<file path="config.mk">
export PLATFORM = sky130hd
export DESIGN_NAME = pwm_capture
export DESIGN_NICKNAME = d
export VERILOG_FILES = /design/src/rtl/apb_adv_timer_pkg.sv /design/src/rtl/capture_edge_sync.sv /design/src/rtl/pwm_capture.sv
export SDC_FILE = /design/constraint.sdc
export NUM_CORES = 1
export LEC_CHECK = 0
export CAP_MARGIN = 20
export CELL_PAD_IN_SITES_DETAIL_PLACEMENT = 1
export CELL_PAD_IN_SITES_GLOBAL_PLACEMENT = 1
export CORE_MARGIN = 8
export CORE_UTILIZATION = 46
export CTS_BUF_LIST = sky130_fd_sc_hd__clkbuf_4
export CTS_CLUSTER_DIAMETER = 120
export DETAILED_ROUTE_END_ITERATION = 7
export PLACE_DENSITY = 0.9
export SKIP_LAST_GASP = 1
export SLEW_MARGIN = 30
export SYNTH_ARGS = -nofsm -noshare
export SYNTH_HDL_FRONTEND = slang
export SYNTH_SLANG_ARGS = --single-unit
</file>
<file path="constraint.sdc">
create_clock -name clk_i -period 7.9 [get_ports clk_i]
set_input_delay 1.185 -clock clk_i [delete_from_list [all_inputs] [get_ports clk_i]]
set_output_delay 1.185 -clock clk_i [all_outputs]
set_load 0.03 [all_outputs]
</file>
<file path="src/rtl/apb_adv_timer_pkg.sv">
// ---------------------------------------------------------------------------
// apb_adv_timer_pkg
//   Definitions shared by the APB advanced-timer subsystem.
//   Holds the input-capture FSM state encoding and the width of the
//   exported state bus, so software-visible state codes stay consistent
//   across every block that reports them.
// ---------------------------------------------------------------------------
package apb_adv_timer_pkg;

    // Width of the capture FSM state as exported on state_o.
    localparam int CAPT_STATE_W = 2;

    // Capture FSM states; the numeric codes are software visible.
    typedef enum logic [CAPT_STATE_W-1:0] {
        CAPT_IDLE      = 2'd0,
        CAPT_WAIT_EDGE = 2'd1,
        CAPT_MEAS_HIGH = 2'd2,
        CAPT_MEAS_LOW  = 2'd3
    } capt_state_e;

endpackage

</file>
<file path="src/rtl/capture_edge_sync.sv">
// ---------------------------------------------------------------------------
// capture_edge_sync
//   Brings one asynchronous input into the clk domain through a 2-flop
//   synchroniser, applies the polarity inversion and detects edges of the
//   resulting active level against a registered copy of that level.
//   Rising and falling edges take the same path, so they have identical
//   latency and measured widths carry no bias.
//
// Ports
//   clk        in   clock
//   rst        in   asynchronous active-high reset
//   sig        in   asynchronous input (already selected)
//   inv        in   1 = treat the low level of sig as active
//   act_edge   out  active level went 0->1 (combinational from flops)
//   inact_edge out  active level went 1->0 (combinational from flops)
// ---------------------------------------------------------------------------
module capture_edge_sync (
    input  logic clk,
    input  logic rst,
    input  logic sig,
    input  logic inv,
    output logic act_edge,
    output logic inact_edge
);

    logic [1:0] sync_q;
    logic       lvl;
    logic       lvl_q;

    assign lvl = sync_q[1] ^ inv;

    // NOTE: clocked state is always written with non-blocking assignments so
    // every flop samples the pre-edge values of the others.
    always_ff @(posedge clk or posedge rst) begin
        if (rst) begin
            sync_q <= '0;
            lvl_q  <= 1'b0;
        end else begin
            sync_q <= {sync_q[0], sig};
            lvl_q  <= lvl;
        end
    end

    // The two edges are mutually exclusive by construction.
    assign act_edge   =  lvl & ~lvl_q;
    assign inact_edge = ~lvl &  lvl_q;

endmodule

</file>
<file path="src/rtl/pwm_capture.sv">
// ---------------------------------------------------------------------------
// pwm_capture
//   Input-capture companion to the PWM generator. Measures the period and
//   the active (post-inversion high) time of one selected external signal in
//   prescaled clock ticks and publishes each completed measurement with a
//   one-cycle valid pulse. Measurements run back to back: the active edge
//   that closes one period opens the next.
//
// Parameters
//   NUM_BITS  width of the measurement counters and results
//   N_EXTSIG  number of selectable external signals
//
// Ports
//   clk_i        in   clock
//   rst_i        in   asynchronous active-high reset
//   cfg_en_i     in   level enable, 0 forces IDLE
//   cfg_clr_i    in   pulse: clear results and overflow, re-arm capture
//   cfg_sel_i    in   input select, values >= N_EXTSIG pick signal_i[0]
//   cfg_inv_i    in   0 = rising edge starts a period, 1 = falling edge
//   cfg_presc_i  in   one tick every cfg_presc_i+1 clocks
//   signal_i     in   asynchronous external signals
//   period_o     out  last period in ticks
//   high_o       out  last active time in ticks
//   valid_o      out  one-cycle pulse when period_o/high_o update
//   overflow_o   out  sticky: a measurement exceeded 2^NUM_BITS-1 ticks
//   state_o      out  current FSM state
// ---------------------------------------------------------------------------
module pwm_capture
    import apb_adv_timer_pkg::*;
#(
    parameter int NUM_BITS = 16,
    parameter int N_EXTSIG = 32
) (
    input  logic                    clk_i,
    input  logic                    rst_i,
    input  logic                    cfg_en_i,
    input  logic                    cfg_clr_i,
    input  logic [7:0]              cfg_sel_i,
    input  logic                    cfg_inv_i,
    input  logic [7:0]              cfg_presc_i,
    input  logic [N_EXTSIG-1:0]     signal_i,
    output logic [NUM_BITS-1:0]     period_o,
    output logic [NUM_BITS-1:0]     high_o,
    output logic                    valid_o,
    output logic                    overflow_o,
    output logic [CAPT_STATE_W-1:0] state_o
);

    capt_state_e         state_q, state_d;

    // Configuration captured when capture is armed.
    logic [7:0]          sel_q;
    logic                inv_q;
    logic [7:0]          presc_q;

    logic [7:0]          presc_cnt_q;
    logic [NUM_BITS-1:0] cnt_q;
    logic [NUM_BITS-1:0] high_q;

    logic                idle;
    logic                measuring;
    logic [7:0]          sel_eff;
    logic                inv_eff;
    logic                sig_sel;
    logic                act_edge;
    logic                inact_edge;
    logic                tick;
    logic [NUM_BITS-1:0] cap;
    logic                ovf;

    // FSM decisions
    logic                latch_cfg;
    logic                cnt_clr;
    logic                capture_high;
    logic                publish;
    logic                set_ovf;
    logic                clr_res;

    assign idle      = (state_q == CAPT_IDLE);
    assign measuring = (state_q == CAPT_MEAS_HIGH) || (state_q == CAPT_MEAS_LOW);

    // While idle the live configuration feeds the input path, so the
    // synchroniser has already settled on the new source/polarity by the time
    // capture is armed and arming never produces a spurious edge. Once armed
    // the latched copy is used and later changes are ignored.
    assign sel_eff = idle ? cfg_sel_i : sel_q;
    assign inv_eff = idle ? cfg_inv_i : inv_q;

    // Out-of-range selects fall back to signal_i[0].
    // NOTE: every signal assigned in an always_comb gets a default first so no
    // path leaves it unassigned and no latch is inferred.
    always_comb begin
        sig_sel = signal_i[0];
        for (int i = 0; i < N_EXTSIG; i++) begin
            if (sel_eff == 8'(i)) begin
                sig_sel = signal_i[i];
            end
        end
    end

    capture_edge_sync u_edge_sync (
        .clk        (clk_i),
        .rst        (rst_i),
        .sig        (sig_sel),
        .inv        (inv_eff),
        .act_edge   (act_edge),
        .inact_edge (inact_edge)
    );

    // The captured value includes the current cycle's tick, so a width of
    // W clocks yields floor(W / (presc+1)) ticks.
    assign tick = (presc_cnt_q == presc_q);
    assign cap  = cnt_q + NUM_BITS'(tick);
    assign ovf  = measuring && tick && (&cnt_q);

    // ------------------------------------------------------------------
    // Next-state and control decode, in priority order:
    // disable > clear > overflow > edge events.
    // ------------------------------------------------------------------
    always_comb begin
        state_d      = state_q;
        latch_cfg    = 1'b0;
        cnt_clr      = 1'b0;
        capture_high = 1'b0;
        publish      = 1'b0;
        set_ovf      = 1'b0;
        clr_res      = 1'b0;

        if (!cfg_en_i) begin
            state_d = CAPT_IDLE;
            cnt_clr = 1'b1;
        end else if (cfg_clr_i) begin
            // Any edge in this cycle is discarded.
            state_d   = CAPT_WAIT_EDGE;
            clr_res   = 1'b1;
            cnt_clr   = 1'b1;
            latch_cfg = idle;
        end else if (ovf) begin
            state_d = CAPT_WAIT_EDGE;
            set_ovf = 1'b1;
            cnt_clr = 1'b1;
        end else begin
            unique case (state_q)
                CAPT_IDLE: begin
                    state_d   = CAPT_WAIT_EDGE;
                    latch_cfg = 1'b1;
                    cnt_clr   = 1'b1;
                end
                CAPT_WAIT_EDGE: begin
                    // Counters stay at zero until the first active edge.
                    cnt_clr = 1'b1;
                    if (act_edge) begin
                        state_d = CAPT_MEAS_HIGH;
                    end
                end
                CAPT_MEAS_HIGH: begin
                    if (inact_edge) begin
                        capture_high = 1'b1;
                        state_d      = CAPT_MEAS_LOW;
                    end
                end
                CAPT_MEAS_LOW: begin
                    // Closing edge of this period is the opening edge of the next.
                    if (act_edge) begin
                        publish = 1'b1;
                        cnt_clr = 1'b1;
                        state_d = CAPT_MEAS_HIGH;
                    end
                end
                default: begin
                    state_d = CAPT_IDLE;
                end
            endcase
        end
    end

    always_ff @(posedge clk_i or posedge rst_i) begin
        if (rst_i) begin
            state_q <= CAPT_IDLE;
        end else begin
            state_q <= state_d;
        end
    end

    always_ff @(posedge clk_i or posedge rst_i) begin
        if (rst_i) begin
            sel_q   <= '0;
            inv_q   <= 1'b0;
            presc_q <= '0;
        end else if (latch_cfg) begin
            sel_q   <= cfg_sel_i;
            inv_q   <= cfg_inv_i;
            presc_q <= cfg_presc_i;
        end
    end

    // Prescaler and tick counter; they only advance while measuring.
    always_ff @(posedge clk_i or posedge rst_i) begin
        if (rst_i) begin
            presc_cnt_q <= '0;
            cnt_q       <= '0;
        end else if (cnt_clr) begin
            presc_cnt_q <= '0;
            cnt_q       <= '0;
        end else if (measuring) begin
            if (tick) begin
                presc_cnt_q <= '0;
                cnt_q       <= cnt_q + NUM_BITS'(1);
            end else begin
                presc_cnt_q <= presc_cnt_q + 8'd1;
            end
        end
    end

    // Result registers.
    always_ff @(posedge clk_i or posedge rst_i) begin
        if (rst_i) begin
            high_q     <= '0;
            period_o   <= '0;
            high_o     <= '0;
            valid_o    <= 1'b0;
            overflow_o <= 1'b0;
        end else begin
            valid_o <= publish;
            if (clr_res) begin
                high_q     <= '0;
                period_o   <= '0;
                high_o     <= '0;
                overflow_o <= 1'b0;
            end else begin
                if (capture_high) begin
                    high_q <= cap;
                end
                if (publish) begin
                    period_o <= cap;
                    high_o   <= high_q;
                end
                if (set_ovf) begin
                    overflow_o <= 1'b1;
                end
            end
        end
    end

    assign state_o = state_q;

endmodule

</file>
After elaboration in Yosys (flattened, before gate mapping):

Index checks and enable logic that the tools add are counted.

* $add $sub $neg: 3
* equality and inequality tests: 37
* mux-type cells: 76
* bitwise logic cells: 5
* reduce and logical (&&, ||, !) cells: 14

Operators with widths (count)
* 16-bit 2-to-1 mux: 9
* 8-bit by 5-bit equality test with 1-bit output (second input constant): 16
* 8-bit by 4-bit equality test with 1-bit output (second input constant): 8
* 1-bit 2-to-1 mux: 56
* 8-bit by 3-bit equality test with 1-bit output (second input constant): 4
* 8-bit 2-to-1 mux: 4
* 16-bit by 1-bit adder with 16-bit output: 1
* 16-bit by 1-bit adder with 16-bit output (second input constant): 1
* 8-bit by 2-bit equality test with 1-bit output (second input constant): 2
* 16-bit AND reduction: 1
* 2-bit 2-to-1 mux: 5
* 2-bit nonzero test: 5
* 8-bit by 1-bit adder with 8-bit output (second input constant): 1
* 8-bit by 1-bit equality test with 1-bit output (second input constant): 1
* 8-bit equality test: 1
* 2-bit one-hot mux with 3 select lines: 1
* 5-bit by 2-bit inequality test with 1-bit output (second input constant): 1
* 5-bit inequality test (second input constant): 1
* 2-bit equality test (second input constant): 2
* 2-bit AND reduction: 2
* 2-bit OR reduction: 2
* 1-bit bitwise AND: 2
* 2-bit by 1-bit equality test with 1-bit output (second input constant): 1
* 1-bit logical AND: 2
* other kinds (5): 6

* register bits after elaboration: 96
* bits of input ports: 53
* output and inout bits: 36

Longest topological paths before layout:

* depth in word-level cells: 34
* gate-level depth with buffers: 11
* depth with buffers taken out: 11

By module:

A second synthesis with hierarchy kept.

* cell total of the unflattened synthesis: 528
* area total of the unflattened synthesis: 5013.6 um^2

By module, submodules not included
* pwm_capture: instances 1, cells an instance 520, area an instance 4912.2 um^2, seq. area each 2327.2 um^2
* capture_edge_sync: instances 1, cells an instance 8, area an instance 101.3 um^2, seq. area each 75.1 um^2

Worst setup path before layout:

OpenSTA, ideal clock, no wires.

* path kind: input to register
* start: in cfg_sel_i[5]
* end: reg u_edge_sync.sync_q[0]
* setup time: 0.138 ns
* arrival: 2.673 ns
* data required time: 7.762 ns
* setup slack: 5.090 ns
* stages on the path: 6
* cells stage by stage: or4b_2 > o32ai_2 > nor3b_1 > a2111oi_0 > o31ai_1 > o211ai_1

* word-level cells in the longest chain between the ends: 33

RTL lines
* from (decl): line pwm_capture.sv:38 `input logic [7:0] cfg_sel_i,`
* 8-bit 2-to-1 mux (*): line pwm_capture.sv:86 `assign sel_eff = idle ? cfg_sel_i : sel_q;`
* 8-bit by 1-bit equality test with 1-bit output: line pwm_capture.sv:95 `if (sel_eff == 8'(i)) begin`
* 1-bit 2-to-1 mux (30 in a row): line pwm_capture.sv:95
* 1-bit 2-to-1 mux (*): line pwm_capture.sv:95
* named net sig_sel: line pwm_capture.sv:64 `logic sig_sel;`
* to (signal assigned): line capture_edge_sync.sv:39 `sync_q <= {sync_q[0], sig};`
* to (decl): line capture_edge_sync.sv:26 `logic [1:0] sync_q;`

Mark *: on every way through the listed nets, which the timed path passes. The rest lies on a longest branch.
A chain may end at the register's enable or synchronous reset.

Worst setup path after layout:

* start: in cfg_inv_i
* end: reg high_q[14]

* word-level cells in the longest chain between the ends: 10

RTL lines
* from (decl): line pwm_capture.sv:39 `input logic cfg_inv_i,`
* 1-bit 2-to-1 mux: line pwm_capture.sv:87 `assign inv_eff = idle ? cfg_inv_i : inv_q;`
* 1-bit XOR: line capture_edge_sync.sv:30 `assign lvl = sync_q[1] ^ inv;`
* 1-bit inverter: line capture_edge_sync.sv:46 `assign inact_edge = ~lvl & lvl_q;`
* 1-bit bitwise AND: line capture_edge_sync.sv:46
* 1-bit 2-to-1 mux: line pwm_capture.sv:157 `if (inact_edge) begin`
* 1-bit 2-to-1 mux: line pwm_capture.sv:143 `unique case (state_q)`
* 1-bit 2-to-1 mux: line pwm_capture.sv:138 `end else if (ovf) begin`
* 1-bit 2-to-1 mux: line pwm_capture.sv:132 `end else if (cfg_clr_i) begin`
* 1-bit 2-to-1 mux: line pwm_capture.sv:129 `if (!cfg_en_i) begin`
* 2-bit nonzero test (no line)
* to (signal assigned): line pwm_capture.sv:232 `high_q <= cap;`
* to (decl): line pwm_capture.sv:58 `logic [NUM_BITS-1:0] high_q;`

No other way between the ends.

==> impl_results.md <==
- Fmax: 0.297 GHz
- Dominant synthesized flop cell: dfrtp_1
- Commonest cells in the netlist: dfrtp_1 (96), nor2_1 (72), nand2_1 (52)
- H-Tree Depth: 3
- Hold Path Class: register to register
- Max incr delay on CP: 740 ps
- Initial Utilization: 0.474
- CP cell instances: clkdlybuf4s50_1 > or3b_1 > a21bo_2 > a21boi_1 > o211a_1 > nor2_1 > mux2_2
- Synth area leaders: dfrtp_1 (46%), nor2_1 (5.2%), a211oi_1 (4.1%), mux2_2 (3.9%), nand2_1 (3.8%)
- Area grow syn2layout: 20.6%
- Power Density: about 160 nW/um2
- DRT iter0 DRCs: approximately 300
- GRT overflow: 0
- Leak pwr: 2.42 nW
- # diodes: 0
- Yosys warning total: 0
- Nets: 657
- Antenna-violating nets left: 0
- Max Cap Viol: 0
- Final WL: 13700 um
- Avg Inst Size Synth: 9.85 um2
- Max Root-Sink Buffers: 2
- # clock sinks: 96
- Slew headroom: 0.429
- Initial antenna violation count: 0
- Fill count: 1236
- Critical path buffers and inverters: 1
- Die Span X: 122 um
- Clk_skew: 12.5 ps
- Status: finished clean
- Post-synth EDFFs: 0
- Maximum VDD drop: about 0.095 mV
- DR DRC count: 0
- Count of state elements after synthesis: 96
- CP max-delay cell: o211a_1
- Worst-path clk slew: 140 ps
- Mapped Nets: between 500 and 600
- Clock latency on the worst-skew pair: roughly 440 ps
- Netlist cell types: 71
- TritonCTS Buffers: 9
- Detailed Place HPWL: approximately 10000 um
- RSZ-0062 raised after global routing: false
- Kind of cell adding the most delay to the critical path: compound AO/OA/AOI/OAI gates
- Wire length per cell: 18.4 um
- Mapped Area: 5180 um2
- Post-CTS Repair Setup Buffers: 0
- Height of the die: 122 um
- Ys async rst share: 1.00
- Setup violations, final: 0
- Worst-Margin Slew: 857 ps
- Via count: about 4.3k
- Most frequent cell after synthesis: dfrtp_1
- Leading area contributor after synthesis: dfrtp_1
- First-pass GRT wire length: 22600 um
- Worst EP arrival: around 3700 ps
- Final period util: 0.426
- Post-CTS Resized: 0
- FP Rows: 38
- Drt pass-1 iters: 4
- Largest net degree at the start of global routing: slightly above 60
- Final slew viol count: 0
- Crit path capture type: register
- Vias/cell: 5.81
- All-Layer GR Usage: 0.185
- Fraction of final layout cells sized beyond drive strength 1: 0.0877
- Sequential area share after synthesis: 0.463
- Vias in the first global route: 4700
- I/O Pins: 89
- Utilization after layout: 0.572
- Clock Tree Root: clkbuf_4
- Setup TNS: 0 ps
- Crit path max fanout: 27
- PortBufs: 88
- Die area: 14900 um2
- Startpoint types: input pin
- Req. time, crit path: between 8000 and 9000 ps
- Final Power: ~0.00098 W
- Crit path time final: 3370 ps
- WS Path Type: input pin to register
- Core area: 10900 um2
- Final Hold Viols: 0
- GPL Wtd Cong: 0.939
- Synth top area share: 0.463
- Gate Count Post-Synth: 526
- CTS hold repair buffers: 0
- CTS tree: done
metal layers:
metal,up-vias,part of all wire,global-route usage
met3,19,0.050,0.0472
met2,103,0.51,0.326
met5,-,0,0
met4,0,0.015,0.0533
met1,2152,0.43,0.219
li1,2052,-,-
sequential cells by signal, indices dropped and copies added, names as in the netlist:
register,flops
high_o,16
cnt_q,16
inv_q,1
presc_q,8
period_o,16
high_q,16
overflow_o,1
valid_o,1
presc_cnt_q,8
u_edge_sync.lvl_q,1
u_edge_sync.sync_q,2
sel_q,8
state_o,2
layout by cell type, fill, tap and decap left out, drive strengths merged, types with 3 or more instances in the layout:
cell type      count
dfrtp             96
clkdlybuf4s50     88
nor2              72
nand2             52
o21ai             36
a211oi            28
xor2              22
mux2              20
xnor2             19
nand3             18
a21oi             12
nor3              11
clkbuf            11
and3               9
inv                7
o211ai             6
or4b               5
clkinv             5
and2               4
mux2i              4
o32a               4
ha                 4
o221ai             4
o32ai              4
or3b               3
o31a               3
nand4              3
or4                3
o21a               3
nor3b              3
o31ai              3
a221oi             3
nor4               3
buf                3
final timing paths:
path / depth (start not counted) / slack, ps / start / end
min in group asynchronous: 2 / 1190 / rst_i / cnt_q[14]
max reg2reg: 6 / 4900 / state_o[1] / high_q[14]
min reg2reg: 0 / 420 / u_edge_sync.sync_q[0] / u_edge_sync.sync_q[1]
max in group asynchronous: 3 / 5600 / rst_i / high_q[13]
min: 0 / 420 / u_edge_sync.sync_q[0] / u_edge_sync.sync_q[1]
max: 7 / 4530 / cfg_inv_i / high_q[14]
per-stage QoR:
stage | hold WS (ps) | cell area, um2 | std cells | setup slack (ps)
4_1_cts | 422 | 6230 | 743 | 4420
6_report | 418 | 6250 | 744 | 4530
3_5_place_dp | 358 | 6100 | 728 | 3920
5_1_grt | 435 | 6250 | 744 | 4400
2_1_floorplan | 331 | 5180 | 526 | 4210
3_3_place_gp | 340 | 6100 | 728 | 4010
kinds of logic (layout without fill, tap and decap cells):
family	count (synthesis)	count (layout)	synth area share
adders and majority gates	4	4	0.00966
DFF	96	96	0.463
AOI/OAI and AO/OA	126	126	0.175
and+or+nand+nor	198	198	0.194
muxes	24	24	0.0526
buffers and inverters	37	115	0.0357
xor gates and xnor gates	41	41	0.0693
power breakdown:
part / total [W] / internal [W] / switching [W]
Clock: 0.000259 / 0.000101 / 0.000158
Combinational: 0.000181 / 0.0000815 / 0.0000992
Sequential: 0.000541 / 0.000516 / 0.0000254
Total: 0.000981 / 0.000698 / 0.000283
final cells by class:
class                           instances  area (um2)  share of cell area
Clock inverter                          4        46.3             0.00740
Multi-Input combinational cell        393        2600               0.415
Inverter                                9        35.0             0.00560
Tap cell                              140         175              0.0280
Clock buffer                           11        82.6              0.0132
Timing Repair Buffer                   91         916               0.146
Sequential cell                        96        2400               0.384
No activity file was read; power rests on OpenSTA's default activity.
